[config.mk]
export PLATFORM = sky130hd
export DESIGN_NAME = ldpc_dvb_dec_cnode_msg_gen
export DESIGN_NICKNAME = d
export VERILOG_FILES = /design/src/rtl/ldpc_dvb_dec_cnode_msg_gen.sv
export SDC_FILE = /design/constraint.sdc
export NUM_CORES = 1
export LEC_CHECK = 0
export ABC_AREA = 1
export CAP_MARGIN = 15
export CELL_PAD_IN_SITES_DETAIL_PLACEMENT = 1
export CELL_PAD_IN_SITES_GLOBAL_PLACEMENT = 2
export CORE_MARGIN = 4
export CORE_UTILIZATION = 40
export DETAILED_ROUTE_END_ITERATION = 8
export PLACE_DENSITY = 0.9
export SYNTH_ARGS = -nofsm -noshare
export SYNTH_HDL_FRONTEND = slang
export SYNTH_SLANG_ARGS = --single-unit
[constraint.sdc]
create_clock -name iclk -period 5.82 [get_ports iclk]
set_input_delay 0.873 -clock iclk [delete_from_list [all_inputs] [get_ports iclk]]
set_output_delay 0.873 -clock iclk [all_outputs]
set_load 0.02 [all_outputs]
[src/rtl/ldpc_dvb_dec_cnode_msg_gen.sv]
//------------------------------------------------------------------------------
// ldpc_dvb_dec_cnode_msg_gen
//
// Serial check-node message generator for the min-sum DVB-S2 LDPC decoder.
// It sits right after the serial sort engine. The variable-node stream that
// feeds the sort engine is also captured here: for each column we keep
// {sign, mask}, and the storage is split into two banks so that one row can
// be captured while the previous one is being emitted. When a row's sort
// result (min1/min2/min1_col/prod_sign) arrives, one check-to-variable
// message per column is emitted: the magnitude that excludes the column
// itself, saturated, with the extrinsic sign.
//
// Ports:
//   iclk, ireset_n     clock, asynchronous active-low reset
//   iclkena            clock enable; all state holds when low
//   istart             synchronous clear of pointers, FSM and overflow flag
//   ival/isop/ieop     variable-node stream valid, first/last column
//   ivmask, ivnode     column mask, variable-node value (only MSB is kept)
//   isort_*            sort result for one row (one-cycle valid pulse)
//   oval/osop/oeop     message valid, first/last message of the row
//   ocol, omsg, omask  column index, signed message, column-masked flag
//   obusy              emission active or result pending
//   oovf               sticky: a sort result arrived with the queue full
//------------------------------------------------------------------------------
module ldpc_dvb_dec_cnode_msg_gen #(
   parameter int pNODE_W = 8,
   parameter int pCOL_W  = 5
) (
   input  logic                iclk,
   input  logic                ireset_n,
   input  logic                iclkena,
   input  logic                istart,
   input  logic                ival,
   input  logic                isop,
   input  logic                ieop,
   input  logic                ivmask,
   input  logic [pNODE_W-1:0]  ivnode,
   input  logic                isort_val,
   input  logic                isort_prod_sign,
   input  logic [pNODE_W-1:0]  isort_min1,
   input  logic [pNODE_W-1:0]  isort_min2,
   input  logic [pCOL_W-1:0]   isort_min1_col,
   input  logic [pCOL_W-1:0]   isort_num_m1,
   output logic                oval,
   output logic                osop,
   output logic                oeop,
   output logic [pCOL_W-1:0]   ocol,
   output logic [pNODE_W-1:0]  omsg,
   output logic                omask,
   output logic                obusy,
   output logic                oovf
);

   localparam int DEPTH = 2 ** pCOL_W;
   localparam logic [pCOL_W-1:0]  COL_ZERO  = {pCOL_W{1'b0}};
   localparam logic [pCOL_W-1:0]  COL_ONE   = {{(pCOL_W-1){1'b0}}, 1'b1};
   localparam logic [pNODE_W-1:0] NODE_ZERO = {pNODE_W{1'b0}};
   localparam logic [pNODE_W-1:0] MAG_MAX   = {1'b0, {(pNODE_W-1){1'b1}}};

   typedef enum logic {IDLE = 1'b0, EMIT = 1'b1} state_t;

   typedef struct packed {
      logic               prod_sign;
      logic [pNODE_W-1:0] min1;
      logic [pNODE_W-1:0] min2;
      logic [pCOL_W-1:0]  min1_col;
      logic [pCOL_W-1:0]  num_m1;
   } res_t;

   localparam int   RES_W    = $bits(res_t);
   localparam res_t RES_ZERO = res_t'({RES_W{1'b0}});

   // Message for one column: the other-minimum magnitude, clipped so that the
   // negation stays representable, signed by the extrinsic sign.
   function automatic logic [pNODE_W-1:0] msg_calc(input res_t r, input logic [pCOL_W-1:0] col,
                                                   input logic sbit, input logic mbit);
      logic [pNODE_W-1:0] mag;
      logic [pNODE_W-1:0] sat;
      mag = (col == r.min1_col) ? r.min2 : r.min1;
      sat = mag[pNODE_W-1] ? MAG_MAX : mag;
      if (mbit)
         msg_calc = NODE_ZERO;
      else if (r.prod_sign ^ sbit)
         msg_calc = NODE_ZERO - sat;
      else
         msg_calc = sat;
   endfunction

   // {sign, mask} per column; banks addressed by the top index bit
   logic [1:0]          sbuf_r [2*DEPTH];
   logic                wbank_r, rbank_r;
   logic [pCOL_W-1:0]   wcol_r, rcol_r;
   logic [pCOL_W-1:0]   wcol_s;
   state_t              state_r, nstate_s;
   res_t                act_r, pend_r, nact_s, npend_s, in_res_s;
   logic                pend_vld_r, npvld_s, novf_s;
   logic [pCOL_W-1:0]   ncol_s;
   logic                nrbank_s;
   logic [1:0]          rd_s;
   logic                nval_s;
   logic                unused_s;

   // The magnitude bits of the variable-node value are not needed here
   assign unused_s = ^ivnode[pNODE_W-2:0];

   assign wcol_s   = isop ? COL_ZERO : wcol_r;
   assign in_res_s = '{prod_sign: isort_prod_sign, min1: isort_min1, min2: isort_min2,
                       min1_col: isort_min1_col, num_m1: isort_num_m1};

   // Sign buffer write; contents need no reset
   always_ff @(posedge iclk) begin
      if (iclkena && ival && !istart)
         sbuf_r[{wbank_r, wcol_s}] <= {ivmask ? 1'b0 : ivnode[pNODE_W-1], ivmask};
   end

   // Next-state, result queue and read pointer logic
   always_comb begin
      nstate_s = state_r;
      ncol_s   = rcol_r;
      nrbank_s = rbank_r;
      nact_s   = act_r;
      npend_s  = pend_r;
      npvld_s  = pend_vld_r;
      novf_s   = oovf;
      case (state_r)
         IDLE: begin
            if (pend_vld_r) begin
               nact_s   = pend_r;
               npend_s  = in_res_s;
               npvld_s  = isort_val;
               nstate_s = EMIT;
               ncol_s   = COL_ZERO;
            end else if (isort_val) begin
               nact_s   = in_res_s;
               nstate_s = EMIT;
               ncol_s   = COL_ZERO;
            end else begin
               nstate_s = IDLE;
            end
         end
         EMIT: begin
            if (rcol_r < act_r.num_m1) begin
               ncol_s = rcol_r + COL_ONE;
               if (isort_val && !pend_vld_r) begin
                  npend_s = in_res_s;
                  npvld_s = 1'b1;
               end else if (isort_val) begin
                  novf_s = 1'b1;
               end else begin
                  npvld_s = pend_vld_r;
               end
            end else begin
               // Last column: the pending slot frees up this cycle, so a
               // result arriving now can take its place.
               nrbank_s = ~rbank_r;
               ncol_s   = COL_ZERO;
               if (pend_vld_r) begin
                  nact_s  = pend_r;
                  npend_s = in_res_s;
                  npvld_s = isort_val;
               end else if (isort_val) begin
                  nact_s = in_res_s;
               end else begin
                  nstate_s = IDLE;
               end
            end
         end
         default: begin
            nstate_s = IDLE;
            npvld_s  = 1'b0;
         end
      endcase
   end

   // Outputs are precomputed from the next state so they can be registered
   assign rd_s   = sbuf_r[{nrbank_s, ncol_s}];
   assign nval_s = (nstate_s == EMIT);

   // State, pointers and registered outputs
   always_ff @(posedge iclk or negedge ireset_n) begin
      if (!ireset_n) begin
         state_r    <= IDLE;
         wbank_r    <= 1'b0;
         rbank_r    <= 1'b0;
         wcol_r     <= COL_ZERO;
         rcol_r     <= COL_ZERO;
         act_r      <= RES_ZERO;
         pend_r     <= RES_ZERO;
         pend_vld_r <= 1'b0;
         oval       <= 1'b0;
         osop       <= 1'b0;
         oeop       <= 1'b0;
         ocol       <= COL_ZERO;
         omsg       <= NODE_ZERO;
         omask      <= 1'b0;
         obusy      <= 1'b0;
         oovf       <= 1'b0;
      end else if (iclkena) begin
         if (istart) begin
            state_r    <= IDLE;
            wbank_r    <= 1'b0;
            rbank_r    <= 1'b0;
            wcol_r     <= COL_ZERO;
            rcol_r     <= COL_ZERO;
            pend_vld_r <= 1'b0;
            oval       <= 1'b0;
            osop       <= 1'b0;
            oeop       <= 1'b0;
            ocol       <= COL_ZERO;
            omsg       <= NODE_ZERO;
            omask      <= 1'b0;
            obusy      <= 1'b0;
            oovf       <= 1'b0;
         end else begin
            if (ival) begin
               wcol_r <= wcol_s + COL_ONE;
               if (ieop)
                  wbank_r <= ~wbank_r;
            end
            state_r    <= nstate_s;
            rcol_r     <= ncol_s;
            rbank_r    <= nrbank_s;
            act_r      <= nact_s;
            pend_r     <= npend_s;
            pend_vld_r <= npvld_s;
            oval       <= nval_s;
            osop       <= nval_s && (ncol_s == COL_ZERO);
            oeop       <= nval_s && (ncol_s == nact_s.num_m1);
            ocol       <= nval_s ? ncol_s : COL_ZERO;
            omsg       <= nval_s ? msg_calc(nact_s, ncol_s, rd_s[1], rd_s[0]) : NODE_ZERO;
            omask      <= nval_s && rd_s[0];
            obusy      <= nval_s;
            oovf       <= novf_s;
         end
      end
   end

endmodule

==> run metrics <==
final max-slew violation count=0; chip width=169 um; RSZ-0062 raised after global routing=no; Place WS=about 1.2 ns; Seq/Total Area, Yosys=0.577; number of synthesized flops with an enable pin=128; post-synth top area share=0.372; Async SR Flop Fraction=0.399; Placed Area=0.0112 mm^2; die height=between 150 and 200 um; final hold violation count=0; post-CTS sizing=0; Worst Tran Pin Value=0.847 ns; vias per cell=5.34; hpwl dp=19000 um; die footprint=0.0285 mm^2; Post-route DRC=0; routed via count=8423; CTS root buf=clkbuf_16; crit path kind=input port to flop; DRT antenna net count=0; synthesis-stage register bit count=213; IO Port Bufs=55; clk slew on worst S/H paths=around 0.05 ns; critical path launch point=isort_val; Leak Pwr=4.94 nW; Distinct cells, synth=41; worst vdd ir=203 uV; Num CTS Buffers=26; Setup Buffers After CTS=0; Final min period=4.08 ns; Boundary Pins=63; CTS tree=yes; Core ar.=0.0253 mm^2; Layout Nets=1279; post-route cell area=~0.012 mm^2; largest net degree at the start of global routing=66; Final WS setup=1.74 ns; first-pass GRT wire length=47400 um; Mapped Nets=1229; period utilisation layout=0.702; worst-path fanout max=12; Crit. End Element=flop; WL final=29000 um; clock skew=about 0.022 ns; arrival time at the worst endpoint=4.49 ns; Ys Warns=0; P per Cell Area=~390 mW/mm^2; Area Overhead vs Synth=16.2%; final setup TNS=0 ns; f_max=245 MHz; 1st-iter DRT viols=470; synth top area cells=edfxtp_1, dfrtp_1, nand2_1, nand3_1, o21ai_0; worst hold path type=input port to async pin; drt pass-1 iters=5; gr ovfl total=0; most used flip-flop cell after synthesis=edfxtp_1; number of max-cap violations=0; fraction of layout cells with a size suffix above 1=0.0650; H-tree Lvls=1; FF-to-FF Start=rcol_r[2]; Slew Limit Headroom=0.434; TritonCTS sink count=213; Yosys top cell by area=edfxtp_1; Worst setup SP type=input port; setup violators final=0; CP required=between 6 and 7 ns; final-layout fill cell count=2960; Placer Congestion=a little over 0.8; Clk Latency, worst-skew pair=0.53 ns; Initial Util=0.408; number of global-route vias before repair=8715; CTS Hold Bufs=0; FF-to-FF path depth=19; clock tree buffer depth=3; initial antenna violation count=0; cell count after synthesis=1178; mapped cell area=0.0103 mm^2; GRT Resource Usage Total=0.207; average routed wire per standard cell=roughly 18 um; # diodes=0; row count=58; status=finished clean; mean post-synth cell area=8.78 um^2
==> flip-flops by register name, summed over array words and instances, names as in the netlist <==
register and count:
state_r 1, sbuf_r 128, ocol 5, oeop 1
omask 1, pend_vld_r 1, act_r 27, osop 1
pend_r 27, wcol_r 5, omsg 8, oovf 1
rcol_r 5, rbank_r 1, wbank_r 1
==> critical path: stages <==
cell and delay, ns:
clkdlybuf4s50_1 0.59, nor2_1 0.25, nand2_1 0.19, nor2_1 0.13, inv_1 0.05, nand2_1 0.28
inv_2 0.20, nand2_1 0.10, nand2_1 0.08, nor2_4 0.20, nand3_2 0.25, o21ai_1 0.28
nand2_1 0.15, inv_1 0.08, ha_1 0.17, inv_1 0.06, nor2_1 0.09, nand2_1 0.10
o21ai_1 0.14, nand3_1 0.08, nand2_1 0.07, nand2_1 0.04
==> layout make-up <==
type                       count  area, um^2  share of cell area
sequential                   213        5970               0.497
clock inverter                 7        70.1             0.00583
timing repair buffer          73         691              0.0575
inverter                     117         439              0.0365
tap                          330         413              0.0343
multi-input combinational    797        3720               0.309
clock buffer                  39         719              0.0598
==> kinds of logic after synthesis <==
group / Yosys count / synth area share
simple gates: 622 / 0.253
compound gates: 158 / 0.0870
mux: 4 / 0.00435
buf+inv: 168 / 0.0645
flops: 213 / 0.577
fa+ha+maj: 7 / 0.00847
xor+xnor: 6 / 0.00581
==> per-layer routing <==
layer  part of all wire  global-route usage  vias up
met1               0.48               0.310     4169
met3              0.051              0.0236       41
li1                   -                   -     4027
met2               0.45               0.326      186
met4              0.018              0.0438        0
met5                  0                   0        -
==> placed cells by master (no fill, tap or decap), drive strengths merged <==
cell,instances
o41ai,1
nor4,2
a32o,2
inv,114
o21a,1
a221oi,1
o22ai,23
a31oi,1
ha,7
bufinv,1
xor2,6
nand4,13
nand2,364
edfxtp,128
o21ai,110
buf,20
clkdlybuf4s50,53
clkbuf,39
mux2,4
a21oi,4
nand3,134
dfrtp,85
clkinv,9
nor2,101
o31ai,4
nor3,8
o211ai,11
==> final timing paths <==
check                                 end  slack (ns)
worst max-delay path              omsg[6]        1.74
worst min-delay path              omsg[5]        0.29
worst max register to register    omsg[3]        1.77
worst min register to register    omsg[4]        0.48
max in group asynchronous       pend_r[6]        4.41
min in group iclk                 omsg[4]        0.48
==> synthesized netlist by cell type, types with 5 or more instances <==
cell type and number:
o22ai_1 22, nand3_1 133, nor3_1 8, o21ai_0 104
dfrtp_1 85, nor2_1 96, ha_1 7, o211ai_1 11
buf_4 6, clkbuf_1 35, xor2_1 5, nand4_1 11
inv_2 5, o21ai_1 5, buf_2 5, inv_1 108
edfxtp_1 128, nand2_1 360
==> where the power goes <==
group,internal (W),switching (W)
registers,0.00178,0.0000942
clock network,0.000894,0.000622
logic,0.000417,0.000870
total,0.00309,0.00159
==> metrics by stage <==
stage | instances | hold WS [ns] | power (W) | utilization
finish | 1576 | 0.294 | 0.00468 | 0.475
global route | 1576 | 0.312 | 0.00498 | 0.475
CTS | 1575 | 0.297 | 0.00472 | 0.474
detailed placement | 1529 | 0.474 | 0.00319 | 0.443
global placement | 1529 | 0.465 | 0.00315 | 0.443
floorplan | 1178 | 0.453 | 0.00278 | -
No activity file was read; power rests on OpenSTA's default activity.
